===== config.mk =====
export PLATFORM = sky130hd
export DESIGN_NAME = ps2_frame_receiver
export DESIGN_NICKNAME = d
export VERILOG_FILES = /design/src/rtl/ps2_frame_receiver.sv
export SDC_FILE = /design/constraint.sdc
export NUM_CORES = 1
export LEC_CHECK = 0
export ABC_AREA = 1
export BUFFER_PORTS_ARGS = -buffer_cell sky130_fd_sc_hd__buf_2
export CORE_MARGIN = 2
export CORE_UTILIZATION = 45
export CTS_CLUSTER_DIAMETER = 80
export CTS_CLUSTER_SIZE = 40
export DETAILED_ROUTE_END_ITERATION = 12
export PLACE_DENSITY = 0.65
export SLEW_MARGIN = 5
export SYNTH_ARGS = -nofsm -noshare
export SYNTH_HDL_FRONTEND = slang
export SYNTH_SLANG_ARGS = --single-unit

===== constraint.sdc =====
create_clock -name clk -period 1.8 [get_ports clk]
set_input_delay 0.18 -clock clk [delete_from_list [all_inputs] [get_ports clk]]
set_output_delay 0.18 -clock clk [all_outputs]
set_load 0.01 [all_outputs]

===== src/rtl/ps2_frame_receiver.sv =====
// ps2_frame_receiver
//
// Receives PS/2 device-to-host frames (start, 8 data bits LSB first, odd parity, stop) from the
// raw ps2_clk/ps2_data pins. It synchronises and deglitches both lines, shifts the frame in on
// each filtered falling edge of ps2_clk, and checks the start, parity and stop bits. Each good
// byte is presented with a one-cycle strobe. Each rejected frame produces a one-cycle
// frame_error pulse instead.
//
// Parameters:
//   SYNC_STAGES    - synchroniser depth per PS/2 line (>= 2)
//   FILTER_LEN     - consecutive differing samples before the filtered clock flips (>= 1)
//   TIMEOUT_CYCLES - idle clk cycles allowed between bit events inside a frame (< 2**15)
//
// Ports:
//   clk                    in   system clock, rising edge
//   rst                    in   asynchronous active-high reset
//   ps2_clk                in   raw PS/2 clock (asynchronous)
//   ps2_data               in   raw PS/2 data (asynchronous)
//   ps2_received_data      out  last good byte, held until the next good frame
//   ps2_received_data_strb out  one-cycle pulse when ps2_received_data updates
//   frame_error            out  one-cycle pulse on a rejected frame
//   busy                   out  high whenever a frame is in progress
//
// Build option:
//   PS2_WATCHDOG_EN - when defined, a frame that stalls for TIMEOUT_CYCLES between bit events is
//                     abandoned with a frame_error pulse. When undefined, a stalled frame waits
//                     indefinitely and later edges continue it.

module ps2_frame_receiver #(
  parameter int unsigned SYNC_STAGES    = 2,
  parameter int unsigned FILTER_LEN     = 4,
  parameter int unsigned TIMEOUT_CYCLES = 20000
) (
  input  logic       clk,
  input  logic       rst,
  input  logic       ps2_clk,
  input  logic       ps2_data,
  output logic [7:0] ps2_received_data,
  output logic       ps2_received_data_strb,
  output logic       frame_error,
  output logic       busy
);

  typedef enum logic [1:0] {
    StIdle,
    StData,
    StParity,
    StStop
  } state_e;

  // Wide enough to hold FILTER_LEN-1; the flip happens instead of reaching FILTER_LEN.
  localparam int unsigned FiltW = (FILTER_LEN > 1) ? $clog2(FILTER_LEN) : 1;
  localparam logic [FiltW-1:0] FiltLast = FiltW'(FILTER_LEN - 1);

  // ---------------------------------------------------------------------------------------------
  // Synchronisers (idle-high bus, so reset to 1)
  // ---------------------------------------------------------------------------------------------
  logic [SYNC_STAGES-1:0] clk_sync_q;
  logic [SYNC_STAGES-1:0] data_sync_q;
  logic                   clk_sync;
  logic                   data_sync;

  always_ff @(posedge clk or posedge rst) begin
    if (rst) begin
      clk_sync_q  <= '1;
      data_sync_q <= '1;
    end else begin
      clk_sync_q  <= {clk_sync_q[SYNC_STAGES-2:0], ps2_clk};
      data_sync_q <= {data_sync_q[SYNC_STAGES-2:0], ps2_data};
    end
  end

  assign clk_sync  = clk_sync_q[SYNC_STAGES-1];
  assign data_sync = data_sync_q[SYNC_STAGES-1];

  // ---------------------------------------------------------------------------------------------
  // Clock deglitch filter
  // ---------------------------------------------------------------------------------------------
  logic             filt_q;
  logic             filt_d;
  logic             filt_prev_q;
  logic [FiltW-1:0] filt_cnt_q;
  logic [FiltW-1:0] filt_cnt_d;
  logic             bit_event;

  always_comb begin
    filt_d     = filt_q;
    filt_cnt_d = '0;
    if (clk_sync != filt_q) begin
      if (filt_cnt_q == FiltLast) begin
        filt_d = ~filt_q;
      end else begin
        filt_cnt_d = filt_cnt_q + FiltW'(1);
      end
    end
  end

  always_ff @(posedge clk or posedge rst) begin
    if (rst) begin
      filt_q      <= 1'b1;
      filt_prev_q <= 1'b1;
      filt_cnt_q  <= '0;
    end else begin
      filt_q      <= filt_d;
      filt_prev_q <= filt_q;
      filt_cnt_q  <= filt_cnt_d;
    end
  end

  // Registered falling edge of the filtered clock; data is sampled in this same cycle.
  assign bit_event = filt_prev_q & ~filt_q;

  // ---------------------------------------------------------------------------------------------
  // Frame FSM
  // ---------------------------------------------------------------------------------------------
  state_e      state_q;
  state_e      state_d;
  logic [2:0]  bitcnt_q;
  logic [2:0]  bitcnt_d;
  logic [7:0]  shift_q;
  logic [7:0]  shift_d;
  logic        parity_q;
  logic        parity_d;
  logic [7:0]  data_q;
  logic [7:0]  data_d;
  logic        strb_q;
  logic        strb_d;
  logic        err_q;
  logic        err_d;
  logic        wd_timeout;

  always_comb begin
    state_d  = state_q;
    bitcnt_d = bitcnt_q;
    shift_d  = shift_q;
    parity_d = parity_q;
    data_d   = data_q;
    strb_d   = 1'b0;
    err_d    = 1'b0;

    unique case (state_q)
      StIdle: begin
        // A high start bit is line noise, not a frame; ignore it.
        if (bit_event && !data_sync) begin
          state_d  = StData;
          bitcnt_d = 3'd0;
        end
      end
      StData: begin
        if (bit_event) begin
          shift_d  = {data_sync, shift_q[7:1]};
          bitcnt_d = bitcnt_q + 3'd1;
          if (bitcnt_q == 3'd7) begin
            state_d = StParity;
          end
        end
      end
      StParity: begin
        if (bit_event) begin
          parity_d = data_sync;
          state_d  = StStop;
        end
      end
      StStop: begin
        if (bit_event) begin
          // Odd parity: data bits plus parity bit must contain an odd number of ones.
          if (data_sync && ((^shift_q) ^ parity_q)) begin
            data_d = shift_q;
            strb_d = 1'b1;
          end else begin
            err_d = 1'b1;
          end
          state_d = StIdle;
        end
      end
      default: begin
        state_d = StIdle;
      end
    endcase

    // Abandon a stalled frame. Never coincides with a stop event, since the watchdog
    // cannot expire in a cycle that carries a bit event.
    if (wd_timeout) begin
      state_d = StIdle;
      strb_d  = 1'b0;
      err_d   = 1'b1;
    end
  end

  always_ff @(posedge clk or posedge rst) begin
    if (rst) begin
      state_q  <= StIdle;
      bitcnt_q <= 3'd0;
      shift_q  <= 8'h00;
      parity_q <= 1'b0;
      data_q   <= 8'h00;
      strb_q   <= 1'b0;
      err_q    <= 1'b0;
    end else begin
      state_q  <= state_d;
      bitcnt_q <= bitcnt_d;
      shift_q  <= shift_d;
      parity_q <= parity_d;
      data_q   <= data_d;
      strb_q   <= strb_d;
      err_q    <= err_d;
    end
  end

  // ---------------------------------------------------------------------------------------------
  // Inter-bit watchdog
  // ---------------------------------------------------------------------------------------------
`ifdef PS2_WATCHDOG_EN
  localparam logic [14:0] WdLast = 15'(TIMEOUT_CYCLES - 1);

  logic [14:0] wd_q;
  logic [14:0] wd_d;

  always_comb begin
    wd_d = wd_q + 15'd1;
    if (state_q == StIdle || bit_event) begin
      wd_d = '0;
    end
  end

  always_ff @(posedge clk or posedge rst) begin
    if (rst) begin
      wd_q <= '0;
    end else begin
      wd_q <= wd_d;
    end
  end

  assign wd_timeout = (state_q != StIdle) && !bit_event && (wd_q == WdLast);
`else
  // Without the watchdog a truncated frame simply waits for more edges.
  logic unused_timeout_cfg;
  assign unused_timeout_cfg = ^TIMEOUT_CYCLES;
  assign wd_timeout         = 1'b0;
`endif

  // ---------------------------------------------------------------------------------------------
  // Outputs
  // ---------------------------------------------------------------------------------------------
  assign ps2_received_data      = data_q;
  assign ps2_received_data_strb = strb_q;
  assign frame_error            = err_q;
  assign busy                   = (state_q != StIdle);

endmodule


== Word level (Yosys, flattened, before mapping) ==
Index checks and enable logic that the tools add are counted.

* Register bits after elaboration: 32
* Latch bits: 0
* RAM bits: 0
* Memory bits (read-only): 0
* Input bits: 4
* Output and inout bits: 11
* Logic and storage cells: 58
* Memories: 0

* Add/sub/neg operators: 2
* Multiply operators: 0
* Divide/modulo/power cells: 0
* $lt $le $gt $ge: 0
* Equality and inequality tests: 11
* Shift operators: 0
* Multiplexer cells: 17
* Bitwise operators: 3
* Reduce and logical (&&, ||, !) cells: 13

{| class="wikitable"
|+ Operator list
! operator !! number
|-
| $mux 2 || 7
|-
| $ne 2x2->1 const B || 5
|-
| $pmux 2 s4 || 1
|-
| $reduce_xor 8->1 || 1
|-
| $eq 2x2->1 const B || 3
|-
| $mux 1 || 6
|-
| $mux 3 || 2
|-
| $pmux 3 s2 || 1
|-
| $reduce_and 2->1 || 3
|-
| $reduce_and 3->1 || 2
|-
| $reduce_and 5->1 || 1
|-
| $reduce_bool 2->1 || 2
|-
| $add 3x1->3 const B || 1
|-
| $eq 3x3->1 const B || 1
|-
| $add 2x1->2 const B || 1
|-
| $eq 2x1->1 const B || 1
|-
| $logic_and 1x1->1 || 2
|-
| $logic_not 2->1 || 1
|-
| $and 1x1->1 || 1
|-
| $logic_not 1->1 || 1
|-
| $ne 1x1->1 || 1
|-
| $not 1->1 || 1
|-
| $xor 1x1->1 || 1
|}

== Depth between registers and ports, before layout ==
Gate-level depths: netlist (run 1).

* Depth in word-level cells: 6
* Depth in mapped cells: 12
* Gate-level depth less buffers: 12

== Worst setup path after synthesis (run 1) ==
Ideal clock, no wire load.

* Path type: register -> register
* Start point: reg state_q[1]
* End point: reg bitcnt_q[2]
* Setup time: 0.122 ns
* Data arrival time: 1.342 ns
* Required time: 1.678 ns
* Path slack: 0.337 ns
* Cell stages (with the launch flop): 7
* Path buffers: 0
* Period minus slack after synthesis: 1.463 ns
* Path through: dfrtp_1 inv_1 ha_1 inv_1 nor2_1 o21ai_1 a32o_1

* Longest elaborated chain between the ends: 3
* Elaborated cells on any way between the ends: 7
* Classes of those cells: 3 x eq/ne; 1 x mux; 3 x reduce/logical

{| class="wikitable"
|+ Ends and longest elaborated chain
! what !! line !! source
|-
| start: declaration || 116 || <nowiki>state_e state_q;</nowiki>
|-
| start signal: assignment || 192 || <nowiki>state_q <= StIdle;</nowiki>
|-
| start signal: assignment || 200 || <nowiki>state_q <= state_d;</nowiki>
|-
| $eq 2x1->1 or $logic_not 2->1 (tied branches) || 141 || <nowiki>unique case (state_q)</nowiki>
|-
| $ne 2x2->1 (no line) or $reduce_bool 2->1 (tied branches) || -- ||
|-
| $reduce_and 3->1 (no line) || -- ||
|-
| end signal: assignment || 201 || <nowiki>bitcnt_q <= bitcnt_d;</nowiki>
|-
| end: declaration || 118 || <nowiki>logic [2:0] bitcnt_q;</nowiki>
|}

Several ways; a longest one is shown, not always the timed one.
A chain may end at the register's enable or synchronous reset.

== Worst setup path in the final report (run 1) ==
* Start point: reg state_q[1]
* End point: reg shift_q[4]

* Longest elaborated chain between the ends: 2

{| class="wikitable"
|+ Ends and longest elaborated chain
! what !! line !! source
|-
| $eq 2x1->1 || 141 ||
|-
| $reduce_and 2->1 (no line) || -- ||
|-
| end signal: assignment || 202 || <nowiki>shift_q <= shift_d;</nowiki>
|-
| end: declaration || 120 || <nowiki>logic [7:0] shift_q;</nowiki>
|}

Every way passes these cells.

==> flow_metrics.env, run 1 <==
export IMPL_status="finished, final reports clean"
export IMPL_fin_worst_hold_slack_ns=0.376
export IMPL_dieWidth_um=61.6
export IMPL_vias=1092
export IMPL_ys_async_sr_fraction_pct=100
export IMPL_nNetsFinal=200
export IMPL_relSlewSlack_pct=74.2
export IMPL_grt_antenna_before_repair=0
export IMPL_clock_path_buffers=2
export IMPL_synth_most_common_cell="nand2_1"
export IMPL_critPathKind="register to register"
export IMPL_clock_sinks=32
export IMPL_dr_pass1_iters=4
export IMPL_cts_buffers=5
export IMPL_max_freq_mhz=632
export IMPL_ys_seq_elements=32
export IMPL_synth_top_area_share_pct=43.6
export IMPL_grt_max_degree=33
export IMPL_wl_per_cell_um=10.8
export IMPL_syn_cell_area_um2=1490
export IMPL_pwr_density_cell_nw_per_um2=1460
export IMPL_path_max_fanout=15
export IMPL_grt_pass1_vias=1015
export IMPL_synth_edff_count=0
export IMPL_drtIter0Drc=63
export IMPL_power_mw=2.54
export IMPL_synth_distinct_cells=23
export IMPL_floorplan_initialDensity_pct=48.1
export IMPL_rsz0062_at_grt="no"
export IMPL_htreeDepth=2
export IMPL_tightest_slew_ns=0.388
export IMPL_cts_root_buf="clkbuf_4"
export IMPL_end_kind="register"
export IMPL_syn2layout_area_growth_pct=16.4
export IMPL_postLayoutCoreUtil_pct=56.0
export IMPL_report_final_slew_viol_count=0
export IMPL_drt_wl_total_mm=2.51
export IMPL_leakage_nw=0.932
export IMPL_maxCapViolCount=0
export IMPL_syn_nets=175
export IMPL_hold_path_class="register to register"
export IMPL_drive_gt1_share_pct=24.3
export IMPL_place_port_buffers=14
export IMPL_vdd_ir_drop_max_v=0.000643
export IMPL_grt_ovfl_total=0
export IMPL_yosysWarnings=0
export IMPL_stdcell_area_um2=1740
export IMPL_core_area_um2=3100
export IMPL_grt_util_all_layers_pct=15.5
export IMPL_critPathLaunchType="register"
export IMPL_dieArea_um2=3800
export IMPL_drt_vias_per_instance=4.69
export IMPL_arrival_ns=1.79
export IMPL_clk_pin_slew_ns=0.11
export IMPL_pin_count=15
export IMPL_yosys_area_top_type="dfrtp_1"
export IMPL_grt_pass1_wl_mm=4.24
export IMPL_hold_viol=0
export IMPL_cts_tree="built"
export IMPL_synthTopCellsByArea="dfrtp_1 (44%), nand2_1 (12%), dfstp_2 (11%)"
export IMPL_dieHeight_um=61.6
export IMPL_clk_latency_ns=0.33
export IMPL_dp_hpwl_mm=1.82
export IMPL_fin_crit_ns=1.58
export IMPL_avgSynthCellArea_um2=9.17
export IMPL_postPlaceCellArea_um2=1630
export IMPL_fin_crit_sh_pct=87.8
export IMPL_synth_main_ff_cell="dfrtp_1"
export IMPL_crit_required_ns=2.01
export IMPL_tns_ns=0
export IMPL_num_antenna_cells=0
export IMPL_yosysSeqAreaShare_pct=54.1
export IMPL_synth_common_cells="nand2_1 (46), dfrtp_1 (26), inv_1 (21), o21ai_0 (13)"
export IMPL_drcViolationCount=0
export IMPL_gp_congestion=0.813
export IMPL_row_count=20
export IMPL_drtAntennaViolNets=0
export IMPL_ctsResizeCount=0
export IMPL_setup_viol=0
export IMPL_synth_cells=163
export IMPL_finalClockSkew_ns=0.0134
worst max-delay path, stage by stage, from the launching register on:
cell,delay (ns)
dfrtp_1,0.42
inv_1,0.12
ha_1,0.25
inv_1,0.07
nor2_1,0.15
buf_4,0.22
inv_1,0.09
nand2_1,0.05
o21ai_0,0.08
cell type report:
class,count,area [um^2]
clock inverters,3,42.5
multi-input cells,105,583
fillers,305,1360
clock buffers,5,37.5
well taps,44,55.1
inverters,24,90.1
repair buffers,20,123
flip-flops and latches,32,808
flip-flops by register name (all words and copies together) (netlist names):
signal                  cells
parity_q                    1
bitcnt_q                    3
ps2_received_data           8
frame_error                 1
filt_q                      1
clk_sync_q                  2
filt_prev_q                 1
shift_q                     8
data_sync_q                 2
filt_cnt_q                  2
ps2_received_data_strb      1
state_q                     2
cells by family (layout without fill, tap and decap cells):
kind of cell | after synthesis | count (layout) | share of synthesized area, %
buffers and inverters | 26 | 52 | 6.87
adders and majority gates | 8 | 8 | 6.70
DFF | 32 | 32 | 54.1
xor gates and xnor gates | 2 | 2 | 1.17
and+or+nand+nor | 76 | 76 | 24.3
AOI/OAI and AO/OA | 19 | 19 | 6.87
stage by stage:
step                      instances  worst slack, ns
after global routing            233           0.0614
after global placement          222            0.320
after detailed placement        222            0.254
after floorplan                 163            0.337
after CTS                       233            0.201
final                           233            0.219
path summary, 6_finish.rpt:
kind / startpoint / end / slack [ns] / cells after the start
max in group asynchronous: rst / filt_q$_DFFE_PP1P_ / 1.00 / 4
max: state_q[1]$_DFFE_PP0P_ / shift_q[4]$_DFFE_PP0P_ / 0.22 / 8
min in group asynchronous: rst / shift_q[6]$_DFFE_PP0P_ / 0.47 / 4
min: clk_sync_q[0]$_DFF_PP1_ / clk_sync_q[1]$_DFF_PP1_ / 0.38 / 0
max reg2reg: state_q[1]$_DFFE_PP0P_ / shift_q[4]$_DFFE_PP0P_ / 0.22 / 8
min reg2reg: clk_sync_q[0]$_DFF_PP1_ / clk_sync_q[1]$_DFF_PP1_ / 0.38 / 0
power by group:
part           internal (mW)  switching [mW]  total [mW]
Combinational          0.352           0.593       0.945
Sequential             0.909           0.143        1.05
Clock                  0.290           0.249       0.539
placed cells by master (no fill, tap or decap), types with 2 or more instances in the layout:
cell / synthesis / routed
a21oi_1: 2 / 2
buf_2: 1 / 14
buf_4: 1 / 3
clkbuf_4: 0 / 5
dfrtp_1: 26 / 26
dfstp_2: 6 / 6
dlygate4sd3_1: 0 / 3
ha_1: 8 / 8
inv_1: 21 / 21
inv_2: 3 / 3
nand2_1: 46 / 46
nand2_2: 6 / 6
nand3_2: 2 / 2
nand4_1: 8 / 8
nor2_1: 7 / 7
nor2_2: 2 / 2
nor3_1: 2 / 2
o21ai_0: 13 / 13
o21ai_1: 2 / 2
xnor2_1: 2 / 2
routing by layer:
layer | part of all wire, % | GRT usage (%) | up-vias
met4 | 1.0 | 4.56 | 0
met3 | 4.2 | 5.67 | 5
met1 | 48 | 19.1 | 499
met5 | 0 | 0 | -
met2 | 46 | 25.6 | 23
li1 | - | - | 565
repair_timing:
action                     in CTS  in global routing
hold buffers                    3                  0
hold endpoints to repair       28                  0
setup buffers                   0                  0
setup endpoints to repair       0                  0
Note: power is estimated with default switching activity, not from simulation.
==> run 2, diff against run 1 <==
--- a/config.mk
+++ b/config.mk
@@ -8,11 +8,11 @@
 export ABC_AREA = 1
 export BUFFER_PORTS_ARGS = -buffer_cell sky130_fd_sc_hd__buf_2
 export CORE_MARGIN = 2
-export CORE_UTILIZATION = 45
+export CORE_UTILIZATION = 57
 export CTS_CLUSTER_DIAMETER = 80
 export CTS_CLUSTER_SIZE = 40
 export DETAILED_ROUTE_END_ITERATION = 12
-export PLACE_DENSITY = 0.65
+export PLACE_DENSITY = 0.78
 export SLEW_MARGIN = 5
 export SYNTH_ARGS = -nofsm -noshare
 export SYNTH_HDL_FRONTEND = slang
==> flow_metrics.env, run 2 (synthesis results as in run 1) <==
export IMPL_cts_buffers=5
export IMPL_critPathLaunchType="register"
export IMPL_reg2reg_from="state_q[1]$_DFFE_PP0P_"
export IMPL_end_kind="register"
export IMPL_clock_path_buffers=2
export IMPL_grt_antenna_before_repair=0
export IMPL_worstRegToRegCells=8
export IMPL_cts_setup_buffers=0
export IMPL_grt_pass1_wl_mm=4.77
export IMPL_cts_root_buf="clkbuf_4"
export IMPL_htreeDepth=2
export IMPL_crit_required_ns=2.01
export IMPL_arrival_ns=1.79
export IMPL_clk_pin_slew_ns=0.10
export IMPL_final_cell_mix="nand2_1 (46), dfrtp_1 (26), inv_1 (21)"
export IMPL_tightest_slew_ns=0.400
export IMPL_crit_chain="inv_1, ha_1, inv_1, nor2_1, buf_4, inv_1, nand2_1, o21ai_0"
export IMPL_setup_viol=0
export IMPL_reg2reg_setup_slack_ns=0.21
export IMPL_reg2reg_to="shift_q[4]$_DFFE_PP0P_"
export IMPL_tns_ns=0
export IMPL_syn2layout_area_growth_pct=15.0
export IMPL_fin_crit_sh_pct=88.2
export IMPL_grt_ovfl_total=0
export IMPL_dieWidth_um=55.2
export IMPL_num_antenna_cells=0
export IMPL_relSlewSlack_pct=73.4
export IMPL_power_mw=2.59
export IMPL_slowest_stage="dfrtp_1"
export IMPL_dr_pass1_iters=4
export IMPL_critPathKind="register to register"
export IMPL_hp_start="clk_sync_q[0]$_DFF_PP1_"
export IMPL_final_common_cell="nand2_1"
export IMPL_drive_gt1_share_pct=23.8
export IMPL_hold_path_endpoint="clk_sync_q[1]$_DFF_PP1_"
export IMPL_drt_vias_per_instance=5.15
export IMPL_drt_wl_total_mm=2.77
export IMPL_grt_util_all_layers_pct=23.1
export IMPL_max_stage_delay_ns=0.43
export IMPL_grt_pass1_vias=1149
export IMPL_hold_viol=0
export IMPL_gp_congestion=0.772
export IMPL_place_ws_ns=0.265
export IMPL_finalClockSkew_ns=0.00661
export IMPL_rsz0062_at_grt="no"
export IMPL_floorplan_initialDensity_pct=60.3
export IMPL_postLayoutCoreUtil_pct=69.3
export IMPL_place_port_buffers=14
export IMPL_hold_path_class="register to register"
export IMPL_leakage_nw=0.933
export IMPL_postPlaceCellArea_um2=1610
export IMPL_drcViolationCount=0
export IMPL_drtIter0Drc=36
export IMPL_dp_hpwl_mm=1.98
export IMPL_nNetsFinal=200
export IMPL_crit_top_cell="inv_1"
export IMPL_ctsResizeCount=0
export IMPL_cts_tree="built"
export IMPL_pin_count=15
export IMPL_vias=1128
export IMPL_path_max_fanout=15
export IMPL_max_freq_mhz=630
export IMPL_clock_sinks=32
export IMPL_drtAntennaViolNets=0
export IMPL_status="finished, final reports clean"
export IMPL_pwr_density_cell_nw_per_um2=1510
export IMPL_hold_buffers=3
export IMPL_whs_path_depth=0
export IMPL_clk_latency_ns=0.33
export IMPL_fin_crit_ns=1.59
export IMPL_stdcell_area_um2=1720
export IMPL_vdd_ir_drop_max_v=0.00114
export IMPL_fin_ws_ns=0.212
export IMPL_grt_max_degree=33
export IMPL_wl_per_cell_um=12.6
export IMPL_core_area_um2=2480
export IMPL_dieArea_um2=3050
export IMPL_dieHeight_um=55.2
export IMPL_maxCapViolCount=0
export IMPL_row_count=18
export IMPL_report_final_slew_viol_count=0
==> run 2: power by group <==
group          switching (mW)  total, mW  internal [mW]
clock                   0.245      0.536          0.291
sequential              0.147       1.06          0.910
combinational           0.637      0.993          0.355
==> run 2: final cells by class <==
class                           count  area [um^2]
Clock buffer                        6         41.3
Clock inverter                      2         35.0
Fill cell                         186          759
Inverter                           24         90.1
Multi-Input combinational cell    105          583
Sequential cell                    32          808
Tap cell                           30         37.5
Timing Repair Buffer               20          123
==> run 2: metrics by stage <==
stage	instances	hold slack (ns)
floorplan	163	0.184
global placement	208	0.270
detailed placement	208	0.280
CTS	219	0.367
global route	219	0.366
finish	219	0.364
==> run 2: worst max path at each step <==
stage | start | to | slack, ns | depth (start not counted)
finish | state_q[1]$_DFFE_PP0P_ | shift_q[4]$_DFFE_PP0P_ | 0.21 | 8
global route | state_q[1]$_DFFE_PP0P_ | shift_q[7]$_DFFE_PP0P_ | 0.05 | 7
CTS | state_q[1]$_DFFE_PP0P_ | shift_q[4]$_DFFE_PP0P_ | 0.23 | 8
detailed placement | state_q[1]$_DFFE_PP0P_ | shift_q[4]$_DFFE_PP0P_ | 0.27 | 8
global placement | state_q[1]$_DFFE_PP0P_ | shift_q[7]$_DFFE_PP0P_ | 0.33 | 8
floorplan | state_q[1]$_DFFE_PP0P_ | bitcnt_q[2]$_DFFE_PP0P_ | 0.34 | 6
==> run 2: critical path: cells and delay by family (launching register included) <==
family                   cells  cell delay (ns)
flip-flops                   1             0.43
buffers and inverters        4             0.51
AO/OA/AOI/OAI                1             0.08
AND/OR/NAND/NOR              2             0.19
adder cells (fa/ha/maj)      1             0.24
==> run 2: routing by layer <==
layer,GRT usage (%),vias to the layer above,routed length [um]
met5,0,-,0
met4,6.10,0,28
met3,8.87,5,143
met2,42.5,23,1400
met1,24.7,532,1200
li1,-,568,-
